`src/rtl/onion_breathe_sequencer_if.sv`:
```
// onion_breathe_sequencer_if: Wishbone slave bus bundle for the breathe sequencer aperture
interface onion_breathe_sequencer_if #(parameter int ADDRWIDTH = 10);
  logic [ADDRWIDTH-1:0] WBs_ADR_i;
  logic                 WBs_CYC_i;
  logic                 WBs_STB_i;
  logic                 WBs_WE_i;
  logic [3:0]           WBs_BYTE_STB_i;
  logic [31:0]          WBs_DAT_i;
  logic [31:0]          WBs_DAT_o;
  logic                 WBs_ACK_o;
  modport master(output WBs_ADR_i, WBs_CYC_i, WBs_STB_i, WBs_WE_i, WBs_BYTE_STB_i, WBs_DAT_i,
                 input WBs_DAT_o, WBs_ACK_o);
  modport slave(input WBs_ADR_i, WBs_CYC_i, WBs_STB_i, WBs_WE_i, WBs_BYTE_STB_i, WBs_DAT_i,
                output WBs_DAT_o, WBs_ACK_o);
endinterface

```
`src/rtl/onion_breathe_sequencer.sv`:
```
// onion_breathe_sequencer: Wishbone-programmed mask/hold step table driving breathe channel enables
module onion_breathe_sequencer #(
  parameter int          ADDRWIDTH          = 10,
  parameter int          NUM_STEPS          = 8,
  parameter int          HOLD_WIDTH         = 16,
  parameter logic [31:0] DEFAULT_READ_VALUE = 32'hDEF_FAB_AC,
  localparam int         SW                 = $clog2(NUM_STEPS)
) (
  input  logic                      WBs_CLK_i,
  input  logic                      WBs_RST_n_i,
  onion_breathe_sequencer_if.slave  wb,
  output logic [31:0]               SEQ_MASK_o,
  output logic [SW-1:0]             SEQ_STEP_o,
  output logic                      SEQ_BUSY_o,
  output logic                      SEQ_DONE_o
);
  localparam int AW = ADDRWIDTH - 2;
  typedef enum logic {IDLE, RUN} state_t;
  state_t                state;
  logic [31:0]           mask_tab [NUM_STEPS];
  logic [HOLD_WIDTH-1:0] hold_tab [NUM_STEPS];
  logic                  loop, sticky;
  logic [3:0]            last_step;
  logic [15:0]           prescale, pcnt;
  logic [HOLD_WIDTH-1:0] hold;
  logic [AW-1:0]         wa;
  logic [AW-5:0]         wh;
  logic [SW-1:0]         idx, nxt;
  logic [31:0]           rdata, cfg, nv;
  logic                  acc, wr, in_tab, start, stop, tick, last, load, unused_ok;
  function automatic logic [31:0] merge(input logic [31:0] o, n, input logic [3:0] b);
    return {b[3] ? n[31:24] : o[31:24], b[2] ? n[23:16] : o[23:16],
            b[1] ? n[15:8] : o[15:8], b[0] ? n[7:0] : o[7:0]};
  endfunction
  assign unused_ok = ^wb.WBs_ADR_i[1:0];
  assign wa     = wb.WBs_ADR_i[ADDRWIDTH-1:2];
  assign wh     = wa[AW-1:4];
  assign idx    = wa[SW-1:0];
  assign in_tab = {1'b0, wa[3:0]} < 5'(NUM_STEPS);
  assign acc    = wb.WBs_CYC_i & wb.WBs_STB_i & ~wb.WBs_ACK_o;
  assign wr     = acc & wb.WBs_WE_i;
  assign start  = wr && wa == AW'(0) && wb.WBs_BYTE_STB_i[0] && wb.WBs_DAT_i[0];
  assign stop   = wr && wa == AW'(0) && wb.WBs_BYTE_STB_i[0] && wb.WBs_DAT_i[2];
  assign cfg    = {prescale, 12'b0, last_step};
  assign nv     = merge(wa == AW'(1) ? cfg : wh == (AW-4)'(1) ? mask_tab[idx] : 32'(hold_tab[idx]),
                        wb.WBs_DAT_i, wb.WBs_BYTE_STB_i);
  always_comb
    rdata = wa == AW'(0) ? {30'b0, loop, 1'b0} :
            wa == AW'(1) ? cfg :
            wa == AW'(2) ? {23'b0, sticky, 4'(SEQ_STEP_o), 3'b0, SEQ_BUSY_o} :
            (in_tab && wh == (AW-4)'(1)) ? mask_tab[idx] :
            (in_tab && wh == (AW-4)'(2)) ? 32'(hold_tab[idx]) : DEFAULT_READ_VALUE;
  always_ff @(posedge WBs_CLK_i or negedge WBs_RST_n_i)
    if (!WBs_RST_n_i) begin
      wb.WBs_ACK_o <= 1'b0;
      wb.WBs_DAT_o <= '0;
      loop         <= 1'b0;
      last_step    <= '0;
      prescale     <= '0;
      for (int i = 0; i < NUM_STEPS; i++) begin
        mask_tab[i] <= '0;
        hold_tab[i] <= '0;
      end
    end else begin
      wb.WBs_ACK_o <= acc;
      if (acc) wb.WBs_DAT_o <= rdata;
      if (wr && wa == AW'(0) && wb.WBs_BYTE_STB_i[0]) loop <= wb.WBs_DAT_i[1];
      if (wr && wa == AW'(1)) begin
        prescale  <= nv[31:16];
        last_step <= nv[3:0];
      end
      if (wr && in_tab && wh == (AW-4)'(1)) mask_tab[idx] <= nv;
      if (wr && in_tab && wh == (AW-4)'(2)) hold_tab[idx] <= HOLD_WIDTH'(nv);
    end
  // LAST_STEP is compared live so CONFIG edits reshape a running sequence
  assign tick = pcnt >= prescale;
  assign last = 4'(SEQ_STEP_o) == last_step || SEQ_STEP_o == SW'(NUM_STEPS - 1);
  assign load = (state == IDLE && start) ||
                (state == RUN && tick && hold == HOLD_WIDTH'(1) && (!last || loop));
  assign nxt  = (state == IDLE || last) ? '0 : SEQ_STEP_o + 1'b1;
  always_ff @(posedge WBs_CLK_i or negedge WBs_RST_n_i)
    if (!WBs_RST_n_i) begin
      state      <= IDLE;
      SEQ_MASK_o <= '0;
      SEQ_STEP_o <= '0;
      SEQ_BUSY_o <= 1'b0;
      SEQ_DONE_o <= 1'b0;
      sticky     <= 1'b0;
      hold       <= '0;
      pcnt       <= '0;
    end else begin
      SEQ_DONE_o <= 1'b0;
      if (stop) begin
        state      <= IDLE;
        SEQ_MASK_o <= '0;
        SEQ_STEP_o <= '0;
        SEQ_BUSY_o <= 1'b0;
      end else if (load) begin
        if (state == IDLE) sticky <= 1'b0;
        state      <= RUN;
        SEQ_BUSY_o <= 1'b1;
        SEQ_STEP_o <= nxt;
        SEQ_MASK_o <= mask_tab[nxt];
        hold       <= hold_tab[nxt] == '0 ? HOLD_WIDTH'(1) : hold_tab[nxt];
        pcnt       <= '0;
      end else if (state == RUN && tick && hold == HOLD_WIDTH'(1)) begin
        state      <= IDLE;
        SEQ_MASK_o <= '0;
        SEQ_STEP_o <= '0;
        SEQ_BUSY_o <= 1'b0;
        SEQ_DONE_o <= 1'b1;
        sticky     <= 1'b1;
      end else if (state == RUN) begin
        pcnt <= tick ? '0 : pcnt + 1'b1;
        if (tick) hold <= hold - 1'b1;
      end
    end
endmodule

```
`src/flat_wrapper.sv`:
```
// flat-port wrapper written by rule: the top's interface ports become plain ports
module onion_breathe_sequencer_flat 
#(
  parameter int          ADDRWIDTH          = 10,
  parameter int          NUM_STEPS          = 8,
  parameter int          HOLD_WIDTH         = 16,
  parameter logic [31:0] DEFAULT_READ_VALUE = 32'hDEF_FAB_AC,
  localparam int         SW                 = $clog2(NUM_STEPS)
)
  (WBs_CLK_i, WBs_RST_n_i, SEQ_MASK_o, SEQ_STEP_o, SEQ_BUSY_o, SEQ_DONE_o, wb_WBs_ADR_i, wb_WBs_CYC_i, wb_WBs_STB_i, wb_WBs_WE_i, wb_WBs_BYTE_STB_i, wb_WBs_DAT_i, wb_WBs_DAT_o, wb_WBs_ACK_o);
  onion_breathe_sequencer_if #(.ADDRWIDTH(ADDRWIDTH)) wb_i ();
  input  logic WBs_CLK_i;
  input  logic WBs_RST_n_i;
  output logic [31:0] SEQ_MASK_o;
  output logic [SW-1:0] SEQ_STEP_o;
  output logic SEQ_BUSY_o;
  output logic SEQ_DONE_o;
  input wire logic [$bits(wb_i.WBs_ADR_i)-1:0] wb_WBs_ADR_i;
  input wire logic [$bits(wb_i.WBs_CYC_i)-1:0] wb_WBs_CYC_i;
  input wire logic [$bits(wb_i.WBs_STB_i)-1:0] wb_WBs_STB_i;
  input wire logic [$bits(wb_i.WBs_WE_i)-1:0] wb_WBs_WE_i;
  input wire logic [$bits(wb_i.WBs_BYTE_STB_i)-1:0] wb_WBs_BYTE_STB_i;
  input wire logic [$bits(wb_i.WBs_DAT_i)-1:0] wb_WBs_DAT_i;
  output wire logic [$bits(wb_i.WBs_DAT_o)-1:0] wb_WBs_DAT_o;
  output wire logic [$bits(wb_i.WBs_ACK_o)-1:0] wb_WBs_ACK_o;
  assign wb_i.WBs_ADR_i = wb_WBs_ADR_i;
  assign wb_i.WBs_CYC_i = wb_WBs_CYC_i;
  assign wb_i.WBs_STB_i = wb_WBs_STB_i;
  assign wb_i.WBs_WE_i = wb_WBs_WE_i;
  assign wb_i.WBs_BYTE_STB_i = wb_WBs_BYTE_STB_i;
  assign wb_i.WBs_DAT_i = wb_WBs_DAT_i;
  assign wb_WBs_DAT_o = wb_i.WBs_DAT_o;
  assign wb_WBs_ACK_o = wb_i.WBs_ACK_o;
  onion_breathe_sequencer #(.ADDRWIDTH(ADDRWIDTH), .NUM_STEPS(NUM_STEPS), .HOLD_WIDTH(HOLD_WIDTH), .DEFAULT_READ_VALUE(DEFAULT_READ_VALUE)) u_core (.WBs_CLK_i(WBs_CLK_i), .WBs_RST_n_i(WBs_RST_n_i), .wb(wb_i), .SEQ_MASK_o(SEQ_MASK_o), .SEQ_STEP_o(SEQ_STEP_o), .SEQ_BUSY_o(SEQ_BUSY_o), .SEQ_DONE_o(SEQ_DONE_o));
endmodule
```
`config.mk`:
```
export PLATFORM = sky130hd
export DESIGN_NAME = onion_breathe_sequencer_flat
export DESIGN_NICKNAME = d
export VERILOG_FILES = /design/src/rtl/onion_breathe_sequencer_if.sv /design/src/rtl/onion_breathe_sequencer.sv /design/src/flat_wrapper.sv
export SDC_FILE = /design/constraint.sdc
export NUM_CORES = 1
export LEC_CHECK = 0
export ABC_AREA = 1
export CELL_PAD_IN_SITES_DETAIL_PLACEMENT = 1
export CELL_PAD_IN_SITES_GLOBAL_PLACEMENT = 1
export CORE_MARGIN = 4
export CORE_UTILIZATION = 40
export DETAILED_ROUTE_END_ITERATION = 12
export HOLD_SLACK_MARGIN = 0.02
export PLACE_DENSITY_LB_ADDON = 0.1
export SLEW_MARGIN = 20
export SYNTH_ARGS = -nofsm -noshare
export SYNTH_HDL_FRONTEND = slang
export SYNTH_SLANG_ARGS = --single-unit
```
`constraint.sdc`:
```
create_clock -name WBs_CLK_i -period 2.2 [get_ports WBs_CLK_i]
set_clock_uncertainty 0.05 [all_clocks]
set_input_delay 0.44 -clock WBs_CLK_i [delete_from_list [all_inputs] [get_ports WBs_CLK_i]]
set_output_delay 0.44 -clock WBs_CLK_i [all_outputs]
set_load 0.01 [all_outputs]
```
==> impl_metrics.env, run 1 <==
export IMPL_fin_util_pct=55.7
export IMPL_tritoncts="yes"
export IMPL_fp_dieH_um=267
export IMPL_vias=28974
export IMPL_viasPerCell=5.99
export IMPL_fin_tns_setup_ns=-19.73
export IMPL_final_min_clock_period_ns=2.62
export IMPL_worstSkewPairLatency_ns=0.65
export IMPL_timing_hold_ws_ns=0.263
export IMPL_tightest_slew_ns=0.537
export IMPL_antenna_found_initial=0
export IMPL_ys_async_sr_fraction_pct=100
export IMPL_area_growth_pct=37.2
export IMPL_crit_arrival_ns=3.13
export IMPL_drive_gt1_share_pct=23.4
export IMPL_yosysSeqAreaShare_pct=47.3
export IMPL_wl_per_cell_um=26.5
export IMPL_yosysUniqueCellTypes=49
export IMPL_start_util_pct=40.6
export IMPL_routabilityCongestion=0.919
export IMPL_synth_seq_cells=508
export IMPL_power_total_mw=23.6
export IMPL_critical_path_class="reg2reg"
export IMPL_swShare_pct=28.2
export IMPL_regArea_um2=12700
export IMPL_grt_max_degree=61
export IMPL_status="finished, violations left"
export IMPL_crit_fanout=31
export IMPL_grt_setup_unrepaired="yes"
export IMPL_finalWirelength_um=128000
export IMPL_clock_root_buffer="clkbuf_16"
export IMPL_synth_ff_type="dfrtp_1"
export IMPL_num_antenna_cells=0
export IMPL_cp_required_ns=2.72
export IMPL_fp_row_count=94
export IMPL_nets=3999
export IMPL_drc=0
export IMPL_worstRegToRegCells=15
export IMPL_grt_use_total_pct=34.5
export IMPL_power_frac_clock_pct=43.4
export IMPL_dp_hpwl_um=84300
export IMPL_drv_slew=0
export IMPL_core_um2=66100
export IMPL_peakVddDrop_uv=595
export IMPL_violations="setup timing"
export IMPL_drtAntennaViolNets=0
export IMPL_final_cells=4839
export IMPL_timing_final_crit_share_pct=119
export IMPL_syn_instance_count=3465
export IMPL_yosysWarnings=0
export IMPL_seqPwrFrac_pct=42.2
export IMPL_cpMaxStageDelayCell="dfrtp_1"
export IMPL_firstDrtPassIters=7
export IMPL_p_int_mw=16.9
export IMPL_setup_viol=85
export IMPL_maxCapViolCount=0
export IMPL_die_w_um=267
export IMPL_slowest_delay_ns=0.40
export IMPL_maxSlewHeadroom_pct=63.9
export IMPL_power_switching_mw=6.64
export IMPL_grt_pass1_vias=30210
export IMPL_place_ws_ns=-1.07
export IMPL_clkSlewWorstSetupHoldPaths_ns=0.06
export IMPL_die_area_um2=71300
export IMPL_final_area_um2=36800
export IMPL_grt_overflow_total=0
export IMPL_multiInputGateArea_um2=13000
export IMPL_dp_cells=4662
export IMPL_cts_sinks=508
export IMPL_io_buffers=118
export IMPL_syn_num_nets=3537
export IMPL_cp_start_kind="register"
export IMPL_setup_ws_ns=-0.417
export IMPL_ios=121
export IMPL_r2r_slack_ns=-0.42
export IMPL_reg2reg_from="u_core.prescale[11]$_DFFE_PN0P_"
export IMPL_grt_pass1_wl_um=187000
export IMPL_cts_buffers=59
export IMPL_finalHoldViolCount=0
export IMPL_syn_avg_cell_area_um2=7.75
export IMPL_combPwrFrac_pct=14.4
export IMPL_fillers=7700
export IMPL_synth_edff_count=0
export IMPL_htree_levels=2
export IMPL_path_cells="inv_2, ha_4, a21oi_2, o21ai_1, a41oi_2, nand3_2, buf_6, nand2_4, nand3_4, nand2_8, buf_12, nand2_8, inv_16, nand2_1, o21ai_1"
export IMPL_dpl_cell_area_um2=32700
export IMPL_drtIter0Drc=2533
export IMPL_worst_setup_path_end_kind="register"
export IMPL_power_density_nw_per_um2=640
export IMPL_netlist_area_um2=26900
export IMPL_hold_path_class="in2async"
export IMPL_reg2reg_to="u_core.hold[13]$_DFFE_PN0P_"
export IMPL_fmax_mhz=382
export IMPL_cts_buffer_depth=3
export IMPL_p_leak_nw=17.1
## cells in the mapped netlist (all sizes together), types with 2 or more instances
| master | n | share of area (%) |
|---|---|---|
| a32o | 3 | 0.11 |
| o21ai | 518 | 9.8 |
| nand3 | 155 | 3.0 |
| clkbuf | 120 | 1.7 |
| clkinv | 4 | 0.056 |
| inv | 348 | 4.9 |
| a21o | 2 | 0.056 |
| o211ai | 46 | 1.3 |
| buf | 112 | 2.2 |
| o21a | 9 | 0.25 |
| o221ai | 6 | 0.20 |
| nand2 | 986 | 14 |
| o32ai | 32 | 1.0 |
| dfrtp | 508 | 47 |
| xor2 | 20 | 0.65 |
| o2111ai | 21 | 0.68 |
| o22ai | 80 | 1.9 |
| a221oi | 47 | 1.5 |
| nor3 | 15 | 0.30 |
| a22oi | 26 | 0.73 |
| o2bb2ai | 3 | 0.098 |
| a21oi | 162 | 3.0 |
| a22o | 11 | 0.36 |
| nand4 | 29 | 0.70 |
| nor2 | 153 | 2.2 |
| o41ai | 3 | 0.13 |
| nor4 | 5 | 0.14 |
| mux2 | 13 | 0.55 |
| ha | 21 | 0.98 |
| o31ai | 4 | 0.11 |
## cell families after synthesis
group	share of synthesized area (%)
AND/OR/NAND/NOR	20.3
AO/OA/AOI/OAI	21.3
buffers and inverters	8.83
flip-flops	47.3
adder cells (fa/ha/maj)	0.979
XOR/XNOR	0.652
multiplexers	0.545
## layer usage
| layer | global-route usage [%] | wire length (um) |
|---|---|---|
| met1 | 44.2 | 51400 |
| met2 | 55.4 | 59100 |
| met3 | 8.53 | 10700 |
| met4 | 15.7 | 6860 |
| met5 | 0 | 0 |
## area by class of cell
type	instances	share of cell area (%)
Inverter	352	3.72
Timing Repair Buffer	632	18.2
Tap cell	864	2.93
Clock buffer	84	4.64
Clock inverter	25	0.720
Sequential cell	508	34.5
Multi-Input combinational cell	2374	35.2
## worst max path at each step
stage / to / depth (start not counted) / slack (ns) / start
after floorplan: u_core.hold[1]$_DFFE_PN0P_ / 14 / -0.05 / u_core.pcnt[9]$_DFFE_PN0P_
after global placement: u_core.hold_tab[86]$_DFFE_PN0P_ / 11 / -1.0 / wb_WBs_ADR_i[4]
after detailed placement: u_core.mask_tab[217]$_DFFE_PN0P_ / 13 / -1.07 / wb_WBs_ADR_i[4]
after CTS: u_core.hold[0]$_DFFE_PN0P_ / 20 / -0.26 / u_core.last_step[0]$_DFFE_PN0P_
after global routing: u_core.hold[0]$_DFFE_PN0P_ / 21 / -0.53 / u_core.last_step[2]$_DFFE_PN0P_
final: u_core.hold[13]$_DFFE_PN0P_ / 15 / -0.42 / u_core.prescale[11]$_DFFE_PN0P_
## state kept, by name, indices dropped and copies added, names as in the netlist
register and count:
u_core.pcnt 16, u_core.wb.WBs_DAT_o 32, u_core.SEQ_DONE_o 1, u_core.loop 1, u_core.SEQ_MASK_o 32, u_core.SEQ_STEP_o 3, u_core.hold 16, u_core.prescale 16
u_core.mask_tab 256, u_core.hold_tab 128, u_core.wb.WBs_ACK_o 1, u_core.SEQ_BUSY_o 1, u_core.sticky 1, u_core.last_step 4
## cells in the final DEF, fill, tap and decap left out, types with 41 or more instances in the layout
cell type / n
nand3_1: 126
dfrtp_1: 502
nand2_1: 935
clkdlybuf4s50_1: 111
inv_1: 308
o21ai_0: 389
a221oi_1: 43
clkbuf_16: 63
o22ai_1: 72
buf_4: 357
a21oi_1: 117
o211ai_1: 46
a21oi_2: 41
buf_12: 87
o21ai_1: 98
nor2_1: 109
buf_6: 46
## worst max-delay path: cells and delay by family (launching register included)
kind | cells | cell delay (ns)
and+or+nand+nor | 6 | 0.71
AOI/OAI and AO/OA | 4 | 0.57
adders and majority gates | 1 | 0.22
buffers and inverters | 4 | 0.56
DFF | 1 | 0.40
## power groups by stage
stage / sequential [mW] / combinational, mW / clock (mW)
after floorplan: 10.1 / 1.31 / 0
after global placement: 10.1 / 2.97 / 0
after detailed placement: 10.1 / 3.09 / 0
after CTS: 9.94 / 3.24 / 10.3
after global routing: 9.98 / 3.62 / 10.7
final: 9.95 / 3.39 / 10.2
## repair_timing
item                                    CTS  global route
pin swaps                                65            74
hold endpoints to repair                132             0
endpoints found under the setup margin  503           476
hold buffers                              1             0
gates cloned                             11             4
resized for setup                       226           213
setup buffers                            37            22
No activity file was read; power rests on OpenSTA's default activity.
==> run 2: changes to the inputs <==
- ABC_AREA: 1 -> unset
- CAP_MARGIN: unset -> 25
- CORE_ASPECT_RATIO: unset -> 0.7
==> run 2 against run 1 <==
  * The run still ends with setup timing left
  * Critical path depth down 5
  * Sequential cell count unchanged
  * Clock-buffer cell count down 6
  * Via count up 6.3%
  * Synthesized area down 3.3%
  * Die area down 3.1%
  * Sequential share of layout area down 3.4 points
  * Register-to-register slack worse by 0.71 ns
  * Fmax down 21%
  * Non-clock buffer count up 225
  * Final area up 11%
  * Routed wire length up 21%
  * Largest cell class unchanged
==> impl_metrics.env, run 2 <==
export IMPL_setup_ws_ns=-1.13
export IMPL_drtIter0Drc=4030
export IMPL_timing_final_crit_share_pct=151
export IMPL_wl_per_cell_um=34.4
export IMPL_fp_row_count=77
export IMPL_firstDrtPassIters=6
export IMPL_yosysWarnings=0
export IMPL_die_w_um=313
export IMPL_fin_tns_setup_ns=-89.69
export IMPL_final_min_clock_period_ns=3.33
export IMPL_critical_path_class="reg2reg"
export IMPL_synth_ff_type="dfrtp_1"
export IMPL_p_leak_nw=18.1
export IMPL_synth_top_area_cell="dfrtp_1"
export IMPL_fmax_mhz=300
export IMPL_yosysUniqueCellTypes=84
export IMPL_clkSlewWorstSetupHoldPaths_ns=0.07
export IMPL_cts_buffers=54
export IMPL_grt_pass1_vias=29869
export IMPL_netlist_top_cells_count="nand2_1, dfrtp_1, o21ai_0, clkbuf_1, a22oi_1"
export IMPL_grt_pass1_wl_um=197000
export IMPL_netlist_area_leader_share_pct=48.9
export IMPL_drtAntennaViolNets=0
export IMPL_power_density_nw_per_um2=554
export IMPL_syn_num_nets=2983
export IMPL_nets=3658
export IMPL_maxCapViolCount=0
export IMPL_syn_avg_cell_area_um2=8.92
export IMPL_drv_slew=0
export IMPL_cp_start_kind="register"
export IMPL_status="finished, violations left"
export IMPL_place_ws_ns=-1.36
export IMPL_power_total_mw=22.6
export IMPL_drc=0
export IMPL_fp_dieH_um=221
export IMPL_synth_seq_cells=508
export IMPL_grt_overflow_total=0
export IMPL_timing_hold_ws_ns=0.248
export IMPL_cts_buffer_depth=3
export IMPL_path_cells="ha_4, ha_4, buf_6, mux4_2, nor2_1, a31oi_2, nor3_1, nand4_1, o41a_1, o211ai_1"
export IMPL_setup_viol=433
export IMPL_area_growth_pct=57.3
export IMPL_finalWirelength_um=155000
export IMPL_syn_instance_count=2911
export IMPL_grt_max_degree=66
export IMPL_finalHoldViolCount=0
export IMPL_largest_register="u_core.mask_tab"
export IMPL_htree_levels=2
export IMPL_hold_path_class="in2async"
export IMPL_cpMaxStageDelayCell="mux4_2"
export IMPL_vias=30795
export IMPL_yosysSeqAreaShare_pct=48.9
export IMPL_slowest_delay_ns=0.56
export IMPL_layout_commonest_cell="nand2_1"
export IMPL_io_buffers=118
export IMPL_viasPerCell=6.84
export IMPL_ys_async_sr_fraction_pct=100
export IMPL_tritoncts="yes"
export IMPL_largest_register_ffs=256
export IMPL_cpMostUsedCell="ha_4"
export IMPL_maxSlewHeadroom_pct=57.9
export IMPL_antenna_found_initial=6
export IMPL_routabilityCongestion=0.961
export IMPL_dp_hpwl_um=82500
export IMPL_synth_most_common_cell="nand2_1"
export IMPL_grt_use_total_pct=37.2
export IMPL_synth_edff_count=0
export IMPL_peakVddDrop_uv=782
export IMPL_tightest_slew_ns=0.629
export IMPL_ios=121
export IMPL_netlist_area_um2=26000
export IMPL_final_cell_mix="nand2_1, dfrtp_1, buf_4, o21ai_2, buf_6"
export IMPL_clock_root_buffer="clkbuf_16"
export IMPL_fillers=6598
export IMPL_reg_top3="u_core.mask_tab: 256 flops, u_core.hold_tab: 128 flops"
export IMPL_worstSkewPairLatency_ns=0.66
export IMPL_die_area_um2=69100
export IMPL_grt_setup_unrepaired="yes"
export IMPL_violations="setup timing"
export IMPL_cts_sinks=508
export IMPL_start_util_pct=40.8
export IMPL_core_um2=63700
export IMPL_worst_setup_path_end_kind="register"
export IMPL_fin_util_pct=64.1
export IMPL_crit_arrival_ns=3.84
export IMPL_synth_top_cells_by_area="dfrtp_1, nand2_1, o21ai_0, mux2_2, a22oi_1"
export IMPL_crit_fanout=9
export IMPL_drive_gt1_share_pct=43.3
export IMPL_cp_required_ns=2.71
run 2: cell count changes after synthesis, sizes merged, moves of 45 or more:
| cell | change |
|---|---|
| a221oi | +46 |
| nand2 | -255 |
| inv | -313 |
| nand3 | -62 |
| nor3 | +47 |
| a22oi | +84 |
| nor2 | -62 |
| a21oi | -109 |
| mux2 | +74 |
| o21ai | -130 |
| clkbuf | +45 |
run 2: per-layer routing:
layer | GRT usage [%] | vias up | part of all wire (%)
met2 | 57.5 | 2457 | 43
met3 | 8.22 | 953 | 12
met4 | 18.0 | 6 | 8.2
li1 | - | 11901 | -
met5 | 0 | - | 0.041
met1 | 49.8 | 15478 | 37
run 2: kinds of logic after synthesis:
group,count (synthesis),share of synthesized area (%)
and+or+nand+nor,1084,17.9
DFF,508,48.9
AOI/OAI and AO/OA,879,21.8
xor gates and xnor gates,7,0.236
adders and majority gates,21,1.01
buffers and inverters,278,4.41
muxes,134,5.78
run 2: repair_timing:
item	CTS	global route
gates cloned	22	24
setup buffers	108	81
pin swaps	145	227
hold buffers	1	0
endpoints found under the hold margin	60	0
endpoints found under the setup margin	510	482
gates resized for setup	416	623
run 2: worst max-delay path: cells and delay by family, from the launching register on:
kind                     cells  cell delay [ns]
adder cells (fa/ha/maj)      2             0.55
flip-flops                   1             0.49
multiplexers                 1             0.56
buffers and inverters        1             0.22
AO/OA/AOI/OAI                3             0.77
AND/OR/NAND/NOR              3             0.61
run 2: worst paths after layout:
path | start | endpoint | slack [ns] | cells past startpoint
setup / recovery | u_core.SEQ_STEP_o[1]$_DFFE_PN0P_ | u_core.hold[0]$_DFFE_PN0P_ | -1.13 | 10
min in group WBs_CLK_i | u_core.SEQ_MASK_o[3]$_DFFE_PN0P_ | u_core.SEQ_MASK_o[3]$_DFFE_PN0P_ | 0.44 | 2
hold reg to reg | u_core.SEQ_MASK_o[3]$_DFFE_PN0P_ | u_core.SEQ_MASK_o[3]$_DFFE_PN0P_ | 0.44 | 2
setup reg to reg | u_core.SEQ_STEP_o[1]$_DFFE_PN0P_ | u_core.hold[0]$_DFFE_PN0P_ | -1.13 | 10
max in group asynchronous | WBs_RST_n_i | u_core.SEQ_MASK_o[6]$_DFFE_PN0P_ | 0.94 | 4
hold / removal | WBs_RST_n_i | u_core.SEQ_DONE_o$_DFF_PN0_ | 0.25 | 2
run 2: power breakdown:
| group | internal, mW | switching, mW | leakage [nW] | total, mW |
|---|---|---|---|---|
| Combinational | 1.18 | 1.60 | 10.2 | 2.78 |
| Clock | 5.73 | 4.47 | 0.928 | 10.2 |
| Sequential | 9.49 | 0.167 | 6.98 | 9.65 |
run 2: through the flow:
step	instance area, um2	cells
2_1_floorplan	27100	2911
3_3_place_gp	32800	4197
3_5_place_dp	32800	4198
4_1_cts	37700	4415
5_1_grt	40800	4500
6_report	40800	4501
run 2: final cells by class:
class,instances,area (um2),area share [%]
repair buffers,857,9160,22.4
clock inverters,22,284,0.695
inverters,36,148,0.361
flip-flops and latches,508,12700,31.1
multi-input cells,2129,15900,38.8
clock buffers,78,1590,3.90
well taps,869,1090,2.66
diodes,2,5.00,0.0123
